File: config.mk
export PLATFORM = sky130hd
export DESIGN_NAME = sdram_threshold_engine
export DESIGN_NICKNAME = d
export VERILOG_FILES = /design/src/rtl/sdram_threshold_engine.sv
export SDC_FILE = /design/constraint.sdc
export NUM_CORES = 1
export LEC_CHECK = 0
export CAP_MARGIN = 15
export CORE_MARGIN = 8
export CORE_UTILIZATION = 48
export CTS_BUF_LIST = sky130_fd_sc_hd__clkbuf_16
export DETAILED_ROUTE_END_ITERATION = 10
export GPL_TIMING_DRIVEN = 0
export PLACE_DENSITY = 0.74
export SLEW_MARGIN = 10
export SYNTH_ARGS = -nofsm -noshare
export SYNTH_HDL_FRONTEND = slang
export SYNTH_SLANG_ARGS = --single-unit
File: constraint.sdc
create_clock -name clock_clk -period 5 [get_ports clock_clk]
set_input_delay 0.5 -clock clock_clk [delete_from_list [all_inputs] [get_ports clock_clk]]
set_output_delay 0.5 -clock clock_clk [all_outputs]
set_load 0.01 [all_outputs]
File: src/rtl/sdram_threshold_engine.sv
// Chunk-buffered SDRAM threshold engine: reads pixels over Avalon-MM, binarises, writes back.
// Optional build macro SDRAM_THRESH_CHECKSUM_EN adds a checksum port summing the raw source pixels.
module sdram_threshold_engine #(
  parameter logic [31:0] SRC_BASE  = 32'h0000_0000,
  parameter logic [31:0] DST_BASE  = 32'h0010_0000,
  parameter int          NUM_WORDS = 1024,
  parameter int          CHUNK     = 16
) (
  input  logic        clock_clk,
  input  logic        reset_reset,
  input  logic        start,
  input  logic [9:0]  threshold,
  output logic        done,
  output logic        busy,
  output logic [31:0] avm_address,
  output logic        avm_read,
  output logic        avm_write,
  output logic [15:0] avm_writedata,
  input  logic [15:0] avm_readdata,
  input  logic        avm_readdatavalid,
  input  logic        avm_waitrequest
`ifdef SDRAM_THRESH_CHECKSUM_EN
  ,
  output logic [31:0] checksum
`endif
);

  localparam int LW        = $clog2(CHUNK + 1);
  localparam int IW        = $clog2(CHUNK);
  localparam int RW        = $clog2(NUM_WORDS + 1);
  localparam int FIRST_LEN = (NUM_WORDS < CHUNK) ? NUM_WORDS : CHUNK;

  typedef enum logic [1:0] {IDLE, READ, WRITE, DONE} state_t;

  state_t          state, state_next;
  logic            start_q, launch;
  logic [9:0]      thr;
  logic [31:0]     src, dst;
  logic [RW-1:0]   remain;
  logic [LW-1:0]   len, issued, rcv, widx;
  logic [LW-1:0]   issued_nxt, widx_nxt;
  logic [15:0]     mem [CHUNK];
  logic            rd_acc, wr_acc, rd_fill, read_done, write_done;
  logic [LW-1:0]   next_len;

  function automatic logic [15:0] binarise(input logic [15:0] p, input logic [9:0] t);
    return (p[15:6] >= t) ? 16'hFFFF : 16'h0000;
  endfunction

  assign rd_acc     = avm_read  & ~avm_waitrequest;
  assign wr_acc     = avm_write & ~avm_waitrequest;
  assign issued_nxt = issued + LW'(1);
  assign widx_nxt   = widx + LW'(1);
  // Responses beyond the chunk length (or outside READ) are discarded.
  assign rd_fill    = (state == READ) && avm_readdatavalid && (rcv != len);
  assign read_done  = (state == READ) && (rcv == len) && (issued == len);
  assign write_done = (state == WRITE) && (widx == len);
  assign next_len   = (32'(remain) >= 32'(CHUNK)) ? LW'(CHUNK) : LW'(remain);

  assign busy = (state == READ) || (state == WRITE);
  assign done = (state == DONE);

  always_ff @(posedge clock_clk) begin
    if (reset_reset) state <= IDLE;
    else             state <= state_next;
  end

  always_comb begin
    state_next = state;
    case (state)
      IDLE:    if (launch)     state_next = READ;
      READ:    if (read_done)  state_next = WRITE;
      WRITE:   if (write_done) state_next = (remain == '0) ? DONE : READ;
      DONE:    if (!start)     state_next = IDLE;
      default: state_next = IDLE;
    endcase
  end

  // Chunk buffer, no reset needed: every word is written before it is read.
  always_ff @(posedge clock_clk) begin
    if (!reset_reset && rd_fill) mem[rcv[IW-1:0]] <= avm_readdata;
  end

  always_ff @(posedge clock_clk) begin
    if (reset_reset) begin
      start_q       <= 1'b1;
      launch        <= 1'b0;
      thr           <= '0;
      src           <= '0;
      dst           <= '0;
      remain        <= '0;
      len           <= '0;
      issued        <= '0;
      rcv           <= '0;
      widx          <= '0;
      avm_address   <= '0;
      avm_read      <= 1'b0;
      avm_write     <= 1'b0;
      avm_writedata <= '0;
`ifdef SDRAM_THRESH_CHECKSUM_EN
      checksum      <= '0;
`endif
    end else begin
      start_q <= start;
      launch  <= start & ~start_q;
      case (state)
        IDLE: begin
          if (launch) begin
            thr    <= threshold;
            src    <= SRC_BASE;
            dst    <= DST_BASE;
            remain <= RW'(NUM_WORDS);
            len    <= LW'(FIRST_LEN);
            issued <= '0;
            rcv    <= '0;
            widx   <= '0;
`ifdef SDRAM_THRESH_CHECKSUM_EN
            checksum <= '0;
`endif
          end
        end
        READ: begin
          // Request stays registered so address is stable across waitrequest stalls.
          if (rd_acc) begin
            issued <= issued_nxt;
            src    <= src + 32'd2;
            if (issued_nxt == len) avm_read <= 1'b0;
            else                   avm_address <= src + 32'd2;
          end else if (!avm_read && (issued != len)) begin
            avm_read    <= 1'b1;
            avm_address <= src;
          end
          if (rd_fill) begin
            rcv <= rcv + LW'(1);
`ifdef SDRAM_THRESH_CHECKSUM_EN
            checksum <= checksum + 32'(avm_readdata);
`endif
          end
        end
        WRITE: begin
          if (wr_acc) begin
            widx <= widx_nxt;
            dst  <= dst + 32'd2;
            if (widx_nxt == len) begin
              avm_write <= 1'b0;
              remain    <= remain - RW'(len);
            end else begin
              avm_address   <= dst + 32'd2;
              avm_writedata <= binarise(mem[widx_nxt[IW-1:0]], thr);
            end
          end else if (!avm_write && (widx != len)) begin
            avm_write     <= 1'b1;
            avm_address   <= dst;
            avm_writedata <= binarise(mem[widx[IW-1:0]], thr);
          end
          if (write_done && (remain != '0)) begin
            len    <= next_len;
            issued <= '0;
            rcv    <= '0;
            widx   <= '0;
          end
        end
        default: ;
      endcase
    end
  end

endmodule

==> flow_summary.ini, run 1 <==
[outcome]
outcome = finished, final reports clean

[logic_synthesis]
ys_seq_elements = 305
synth_top_cell_by_area = edfxtp_1
synth_cells = 1548
synth_top_area_share_pct = 28.6
synthXorXnorAreaFrac_pct = 3.68
synth_cell_types = 71
yosys-mux-area-fraction_pct = 14.4
postSynthAreaPerCell_sq_um = 10.8
synth_top_family_by_area = simple AND/OR/NAND/NOR gates
synth_edf_count = 160
ys_seq_area_share_pct = 45.9
synth_fa_ha_area_share_pct = 2.95
ys_warn_count = 0
synth_nets = 1618
async_reset_ff_share_pct = 0
yosys_most_used_dff = edfxtp_1
synth-simple-area-share_pct = 15.7
netlist_area_sq_um = 16800
synth_compound_area_share_pct = 12.4
synthTopCellsByArea = edfxtp_1 29%, dfxtp_1 17%, mux4_2 13%

[clocking]
cts_buffers = 36
cts.repair.resized = 0
clk_latency_ns = 0.57
htreeDepth = 2
cts_setup_buffers = 0
holdBufCountCts = 0
clockRootBuffer = clkbuf_16
numClockSinks = 305
clockBufferDepth = 3
cts_tree = built
cts.clk_slew.worst_paths_ns = 0.06

[floorplan]
start_util_pct = 48.7
core_sq_um = 34500
die_w_microns = 203
rows = 68
pin_count = 83
dieArea_sq_um = 41200
die_h_microns = 203

[critical_path]
crit_type = reg -> reg
crit_arrival_ns = 4.58
critPathRequiredTime_ns = 5.45
cp_max_fo = 10
cp-end-kind = register
start_kind = register

[final_layout]
multiInputGateArea_sq_um = 8360
area.sequential_sq_um = 7710
n_fill_cell = 2864
area_delta_synth_final_pct = 16.5
num-nets-final = 1747
drive_gt1_share_pct = 15.1
diodes = 0

[routing]
route.met2.wl_mm = 25.3
wl_per_cell_microns = 24.6
drtPass1Iterations = 9
drc = 0
met1_length_mm = 19.7
wl_met3_mm = 5.40
topRoutingLayerUsed = met5
avgViaCountPerCell = 6.57
ant_nets = 0
routed_wl_mm = 53.0
dr_total_vias = 14162
drt-initial-drc-count = 1642

[timing]
finalCritPeriodShare_pct = 82.8
rsz0062_at_grt = no
finalSetupViolCount = 0
hold_violations = 0
fin_setup_tns_ns = 0
finalCriticalPeriod_ns = 4.14
worst_slew_pin_slew_ns = 1.18
slew_violations = 0
fmax_ghz = 0.242
skew_ns = 0.0154
slew_headroom_pct = 20.8
fin_ws_ns = 0.862

[placement]
port-buffer-count = 74
hpwl_mm = 38.2
gp_congestion = 0.966
pre_cts_slack_ns = 0.854

[grt]
grt_pass1_wl_mm = 80.4
grt_max_degree = 18
antenna_found_initial = 1
grt_pass1_vias = 13702
overflow = 0
grtUsageTotal_pct = 25.0

[power_and_ir_drop]
power_density_nw_per_um2 = 324
leakage_uw = 0.00608
ir_drop_v = 0.000276

[min_path]
hp-class = reg -> reg

[job]
cap_violations = 0
stage by stage:
stage / util [%] / instance area (sq um) / hold WS, ns / std cells / power (uW)
after floorplan: - / 16800 / 0.372 / 1548 / 3300
after global placement: 52.5 / 18100 / 0.382 / 2077 / 3630
after detailed placement: 53.2 / 18300 / 0.392 / 2094 / 3650
after CTS: 56.7 / 19500 / 0.399 / 2155 / 6310
after global routing: 56.7 / 19500 / 0.428 / 2155 / 6500
final: 56.7 / 19500 / 0.398 / 2155 / 6330
per-layer routing:
layer / track usage (%) / vias to the layer above
met2: 41.1 / 881
met3: 5.20 / 167
li1: - / 6212
met5: 0 / -
met4: 12.8 / 2
met1: 30.7 / 6900
registers in the layout (all words and copies together) (netlist names), named ones only:
register       count
avm_address       31
avm_read           1
avm_write          1
avm_writedata      1
dst               31
issued             5
launch             1
len                5
mem              160
rcv                5
remain            11
src               31
start_q            1
state              2
thr               10
widx               5
final timing paths:
kind / startpoint / to / slack [ns] / cells after the start
worst max-delay path: widx[1] / avm_writedata[14] / 0.86 / 13
worst min-delay path: start_q / launch / 0.40 / 1
worst max register to register: widx[1] / avm_writedata[14] / 0.86 / 13
worst min register to register: start_q / launch / 0.40 / 1
layout by cell type, fill, tap and decap left out, drive strengths merged, types with 8 or more instances in the layout:
| master | count |
|---|---|
| a21oi | 105 |
| a311oi | 28 |
| clkinv | 19 |
| nand3 | 62 |
| nor4 | 46 |
| o211ai | 9 |
| or4 | 25 |
| buf | 77 |
| xor2 | 25 |
| clkbuf | 124 |
| edfxtp | 160 |
| o21ai | 78 |
| or2 | 10 |
| a22oi | 8 |
| or3 | 12 |
| mux2i | 13 |
| and3 | 11 |
| nand4 | 39 |
| nor3 | 37 |
| clkdlybuf4s50 | 74 |
| dfxtp | 145 |
| nor2 | 84 |
| and4 | 12 |
| o31ai | 12 |
| a211oi | 16 |
| xnor2 | 43 |
| nand2 | 131 |
| a31oi | 17 |
| ha | 38 |
| mux4 | 100 |
| inv | 39 |
critical path, cell delays in order, from the launching register on:
cell      delay, ns
dfxtp_1        0.34
ha_1           0.28
clkbuf_1       0.34
buf_1          0.70
mux4_2         0.61
mux4_2         0.53
inv_1          0.09
ha_1           0.22
nand2b_1       0.14
a21o_1         0.17
a211oi_1       0.26
o311ai_0       0.16
nand3_1        0.11
mux2i_1        0.07
final cells by class:
class	count	area share, %
Buffer	148	3.40
Multi-Input combinational cell	1057	42.8
Inverter	38	0.730
Timing Repair Buffer	91	4.51
Clock buffer	36	4.61
Sequential cell	305	39.4
Clock inverter	25	1.58
Tap cell	455	2.91
cell families (layout without fill, tap and decap cells):
family / count (synthesis) / count (layout)
and+or+nand+nor: 503 / 503
muxes: 116 / 116
buffers and inverters: 186 / 338
AOI/OAI and AO/OA: 329 / 329
xor gates and xnor gates: 69 / 69
adders and majority gates: 39 / 39
other: 1 / 1
DFF: 305 / 305
cells in the mapped netlist (8+ instances only):
master / number
a311oi_1: 28
nor4_1: 45
nor3_1: 37
buf_1: 16
and4_1: 12
a211oi_1: 16
xnor2_1: 43
a22oi_1: 8
edfxtp_1: 160
buf_4: 19
nor2_1: 82
nand4_1: 38
inv_1: 37
or2_2: 10
mux4_2: 100
nand2_1: 130
or4_1: 22
dfxtp_1: 145
a31oi_1: 16
xor2_1: 25
buf_2: 24
nand3_1: 61
o31ai_1: 12
o21ai_0: 78
clkbuf_1: 88
ha_1: 38
mux2i_1: 13
or3_1: 12
and3_1: 11
a21oi_1: 105
o211ai_1: 9
where the power goes:
| part | leakage, uW | internal, uW | switching, uW |
|---|---|---|---|
| clock network | 0.000594 | 1590 | 1110 |
| registers | 0.00261 | 2660 | 33.3 |
| logic | 0.00288 | 282 | 647 |
| total | 0.00608 | 4530 | 1790 |
Note: power is estimated with default switching activity, not from simulation.
==> inputs of run 2 (changes only) <==
- PLACE_DENSITY: 0.74 -> 0.76
- clock period: 5 -> 3.6 ns (I/O delays scaled with it)
==> flow_summary.ini, run 2 (same netlist as run 1, synthesis figures left out) <==
[outcome]
outcome = finished, final reports clean

[critical_path]
cp_max_fo = 10
critical_path.startpoint = widx[1]
crit_path_frequent_cell = mux4_2
crit_arrival_ns = 3.92
cpMaxStageDelayCell = mux4_2
path_buf_inv = 1
critPathRequiredTime_ns = 4.02
cp-end-kind = register
path_cells = ha_2, buf_4, mux4_2, mux4_2, ha_1, a21oi_1, nor2b_1, o21ai_0, o311ai_0, nand3_1, mux2i_1
max_stage_delay_ns = 0.61
r2r-start = widx[1]
cpLargestDelayFamily = multiplexers
start_kind = register
crit_type = reg -> reg

[final_layout]
diodes = 0
area_delta_synth_final_pct = 15.8
final_cell_mix = 160 x edfxtp_1, 145 x dfxtp_1, 130 x nand2_1
stdcell_area_sq_um = 19400
drive_gt1_share_pct = 15.4
multiInputGateArea_sq_um = 8370
n_fill_cell = 2838
largest_reg_flops = 160
num-nets-final = 1745
layout.cells.most_common = edfxtp_1
fin_cells = 2155
area.sequential_sq_um = 7710

[grt]
grt_max_degree = 18
grtUsageTotal_pct = 25.1
grt_pass1_vias = 13699
grt_pass1_wl_mm = 81.8
antenna_found_initial = 0
overflow = 0

[min_path]
hp-class = in -> reg
min-delay-start = reset_reset

[floorplan]
dieArea_sq_um = 41200
die_w_microns = 203
die_h_microns = 203
rows = 68
pin_count = 83
start_util_pct = 48.7
core_sq_um = 34500

[timing]
finalCritPeriodShare_pct = 97.3
slew_violations = 0
slew_headroom_pct = 28.9
worst_slew_pin_slew_ns = 1.06
finalSetupViolCount = 0
finalCriticalPeriod_ns = 3.50
fin_hold_ws_ns = 0.367
hold_violations = 0
fmax_ghz = 0.286
skew_ns = 0.0201

[clocking]
clockRootBuffer = clkbuf_16
clk_latency_ns = 0.55
numClockSinks = 305
htreeDepth = 2
cts_tree = built
clockBufferDepth = 3
cts_buffers = 35
cts.clk_slew.worst_paths_ns = 0.06

[placement]
gp_congestion = 0.957
placedCellCount = 2094
port-buffer-count = 74
hpwl_mm = 38.6
placed_cell_area_sq_um = 18300

[routing]
routed_wl_mm = 53.0
avgViaCountPerCell = 6.62
drt-initial-drc-count = 1881
drc = 0
dr_total_vias = 14264
drtPass1Iterations = 8
wl_per_cell_microns = 24.6
ant_nets = 0

[power_and_ir_drop]
leakage_uw = 0.00608
ir_drop_v = 0.000428
power_density_nw_per_um2 = 435

[job]
cap_violations = 0
[run 2: cell types whose count changed in the layout (fill, tap and decap cells not counted), moves of 2 or more]
cell       delta
buf_1         -7
inv_1         +6
buf_2         +4
buf_4         +4
bufinv_16     -3
clkbuf_1      -3
buf_6         -2
clkbuf_4      +2
clkinv_16     -2
clkinv_2      -2
inv_16        +2
[run 2: timing repair]
| action | in CTS | in global routing |
|---|---|---|
| gates resized for setup | 26 | 14 |
| hold buffers | 0 | 0 |
| buffers inserted | 0 | 0 |
| endpoints found under the setup margin | 1 | 1 |
[run 2: worst min-delay path: cells and delay by family]
kind                   cells  cell delay (ns)
and+or+nand+nor            1             0.17
muxes                      1             0.06
buffers and inverters      1             0.26
[run 2: area by class of cell]
| cell class | instances | share of cell area, % |
|---|---|---|
| Buffer | 147 | 3.54 |
| Clock buffer | 35 | 4.51 |
| Clock inverter | 27 | 1.08 |
| Inverter | 38 | 0.734 |
| Multi-Input combinational cell | 1057 | 43.1 |
| Sequential cell | 305 | 39.7 |
| Tap cell | 455 | 2.93 |
| Timing Repair Buffer | 91 | 4.47 |
[run 2: report_power, final]
part	internal (uW)	switching, uW	leakage, uW	total [uW]
combinational	391	890	0.00291	1280
clock	1940	1500	0.000561	3430
sequential	3700	44.8	0.00261	3740
total	6030	2430	0.00608	8460
[run 2: path summary, 6_finish.rpt]
path	slack [ns]	to	cells past startpoint
max reg2reg	0.1	avm_writedata[14]	11
max	0.1	avm_writedata[14]	11
min reg2reg	0.39	launch	1
min	0.37	remain[8]	3
[run 2: per-stage QoR]
stage                     setup slack, ns  setup TNS, ns  power [uW]  utilization, %
after global routing              -0.0123        -0.0123        8710            56.4
final                              0.0984              0        8460            56.4
after floorplan                    0.0854              0        4590               -
after global placement             -0.504         -17.74        5030            52.5
after detailed placement           -0.563         -0.563        5060            53.2
after CTS                          0.0121              0        8460            56.4
[run 2: routing by layer]
layer | global-route usage (%) | routed length (microns) | vias to the layer above
li1 | - | - | 6235
met1 | 31.0 | 19600 | 6915
met2 | 42.3 | 25300 | 927
met3 | 5.21 | 5630 | 187
met4 | 10.8 | 2510 | 0
met5 | 0 | 0 | -
==> inputs of run 3 (changes only) <==
- ABC_CLOCK_PERIOD_IN_PS: default -> 3600
- GPL_ROUTABILITY_DRIVEN: default -> 0
- HOLD_SLACK_MARGIN: default -> 0.12
==> flow_summary.ini, run 3 (same netlist as run 1, synthesis figures left out) <==
[outcome]
outcome = finished, final reports clean

[grt]
grtUsageTotal_pct = 24.6
overflow = 0
grt_max_degree = 18
grt_pass1_vias = 13627
antenna_found_initial = 1
grt_pass1_wl_mm = 80.4

[final_layout]
drive_gt1_share_pct = 15.4
n_fill_cell = 2854
final_cell_mix = 160 x edfxtp_1, 145 x dfxtp_1, 130 x nand2_1
layout.cells.most_common = edfxtp_1
num-nets-final = 1747
largest_reg_flops = 160
diodes = 0
area_delta_synth_final_pct = 15.6

[timing]
hold_violations = 0
finalCritPeriodShare_pct = 96.9
fin_hold_ws_ns = 0.348
fin_ws_ns = 0.112
slew_headroom_pct = 33.7
worst_slew_pin_slew_ns = 0.995
rsz0062_at_grt = no
fin_setup_tns_ns = 0
fmax_ghz = 0.287
skew_ns = 0.0216
finalCriticalPeriod_ns = 3.49
finalSetupViolCount = 0
slew_violations = 0

[routing]
dr_total_vias = 14286
drc = 0
routed_wl_mm = 52.0
wl_per_cell_microns = 24.1
ant_nets = 0
drtPass1Iterations = 6
drt-initial-drc-count = 2023
avgViaCountPerCell = 6.63

[min_path]
hp-class = in -> reg

[critical_path]
crit_arrival_ns = 3.90
crit_path_frequent_cell = mux4_2
max_stage_delay_ns = 0.53
critPathRequiredTime_ns = 4.01
start_kind = register
cp-end-kind = register
cpLargestDelayFamily = multiplexers
cp_max_fo = 10
cpMaxStageDelayCell = mux4_2
crit_type = reg -> reg
path_buf_inv = 2
path_cells = ha_2, buf_6, mux4_2, mux4_2, inv_1, ha_1, nand2b_1, a21o_1, a211oi_1, o311ai_1, nand3_1, mux2i_1

[clocking]
cts.clk_slew.worst_paths_ns = 0.07
cts_setup_buffers = 0
clockBufferDepth = 3
htreeDepth = 2
clk_latency_ns = 0.55
clockRootBuffer = clkbuf_16
numClockSinks = 305
cts_buffers = 35
cts_tree = built

[placement]
pre_cts_slack_ns = -0.650
hpwl_mm = 37.3
port-buffer-count = 74

[floorplan]
start_util_pct = 48.7
pin_count = 83
rows = 68
dieArea_sq_um = 41200
die_w_microns = 203
die_h_microns = 203
core_sq_um = 34500

[power_and_ir_drop]
p_comb_share_pct = 15.4
p_sw_uw = 2420
ir_drop_v = 0.000363
p_sw_share_pct = 29.2
power_density_nw_per_um2 = 428
clockPowerShare_pct = 39.5
seq_power_share_pct = 45.1
leakage_uw = 0.00607
cell_internal_pwr_uw = 5880

[job]
cap_violations = 0
-- run 3: area by class of cell --
cell class / count / area, sq um / area share, %
multi-input cells: 1057 / 8370 / 43.2
flip-flops and latches: 305 / 7710 / 39.8
repair buffers: 93 / 883 / 4.56
clock buffers: 35 / 876 / 4.52
plain buffers: 147 / 689 / 3.56
well taps: 455 / 569 / 2.94
clock inverters: 25 / 151 / 0.781
inverters: 38 / 143 / 0.736
-- run 3: worst paths after layout --
path               start                end  depth (start not counted)  slack [ns]
max              widx[1]  avm_writedata[14]                         12        0.11
max reg2reg      widx[1]  avm_writedata[14]                         12        0.11
min reg2reg      start_q             launch                          1        0.42
min          reset_reset          remain[8]                          3        0.35
-- run 3: through the flow --
| step | area, sq um | cells | power [uW] | util (%) |
|---|---|---|---|---|
| 2_1_floorplan | 16800 | 1548 | 4590 | - |
| 3_3_place_gp | 18100 | 2077 | 5020 | 52.5 |
| 3_5_place_dp | 18300 | 2096 | 5050 | 53.2 |
| 4_1_cts | 19400 | 2155 | 8270 | 56.3 |
| 5_1_grt | 19400 | 2155 | 8530 | 56.3 |
| 6_report | 19400 | 2155 | 8300 | 56.3 |
-- run 3: routing by layer --
metal / vias to the layer above / global-route usage [%] / share of wire, %
li1: 6220 / - / -
met1: 6961 / 31.4 / 38
met2: 952 / 39.5 / 47
met3: 151 / 5.51 / 11
met4: 2 / 11.6 / 4.7
met5: - / 0 / 0.025
-- run 3: power groups by stage --
stage	Clock, uW	Sequential, uW	Combinational (uW)
after floorplan	0	3810	776
after global placement	0	3810	1210
after detailed placement	0	3820	1230
after CTS	3290	3740	1240
after global routing	3420	3750	1370
final	3270	3740	1280
-- run 3: repair_timing --
item / in CTS / in global routing
hold buffers: 0 / 0
gates resized for setup: 27 / 17
hold endpoints to repair: 0 / 0
pin swaps: 0 / 0
endpoints found under the setup margin: 1 / 1
-- run 3: worst reg2reg max path, delay by kind of cell, from the launching register on --
kind,cells,cell delay (ns)
flops,1,0.35
simple gates,2,0.25
buf+inv,2,0.31
mux,3,1.14
compound gates,3,0.61
fa+ha+maj,2,0.69
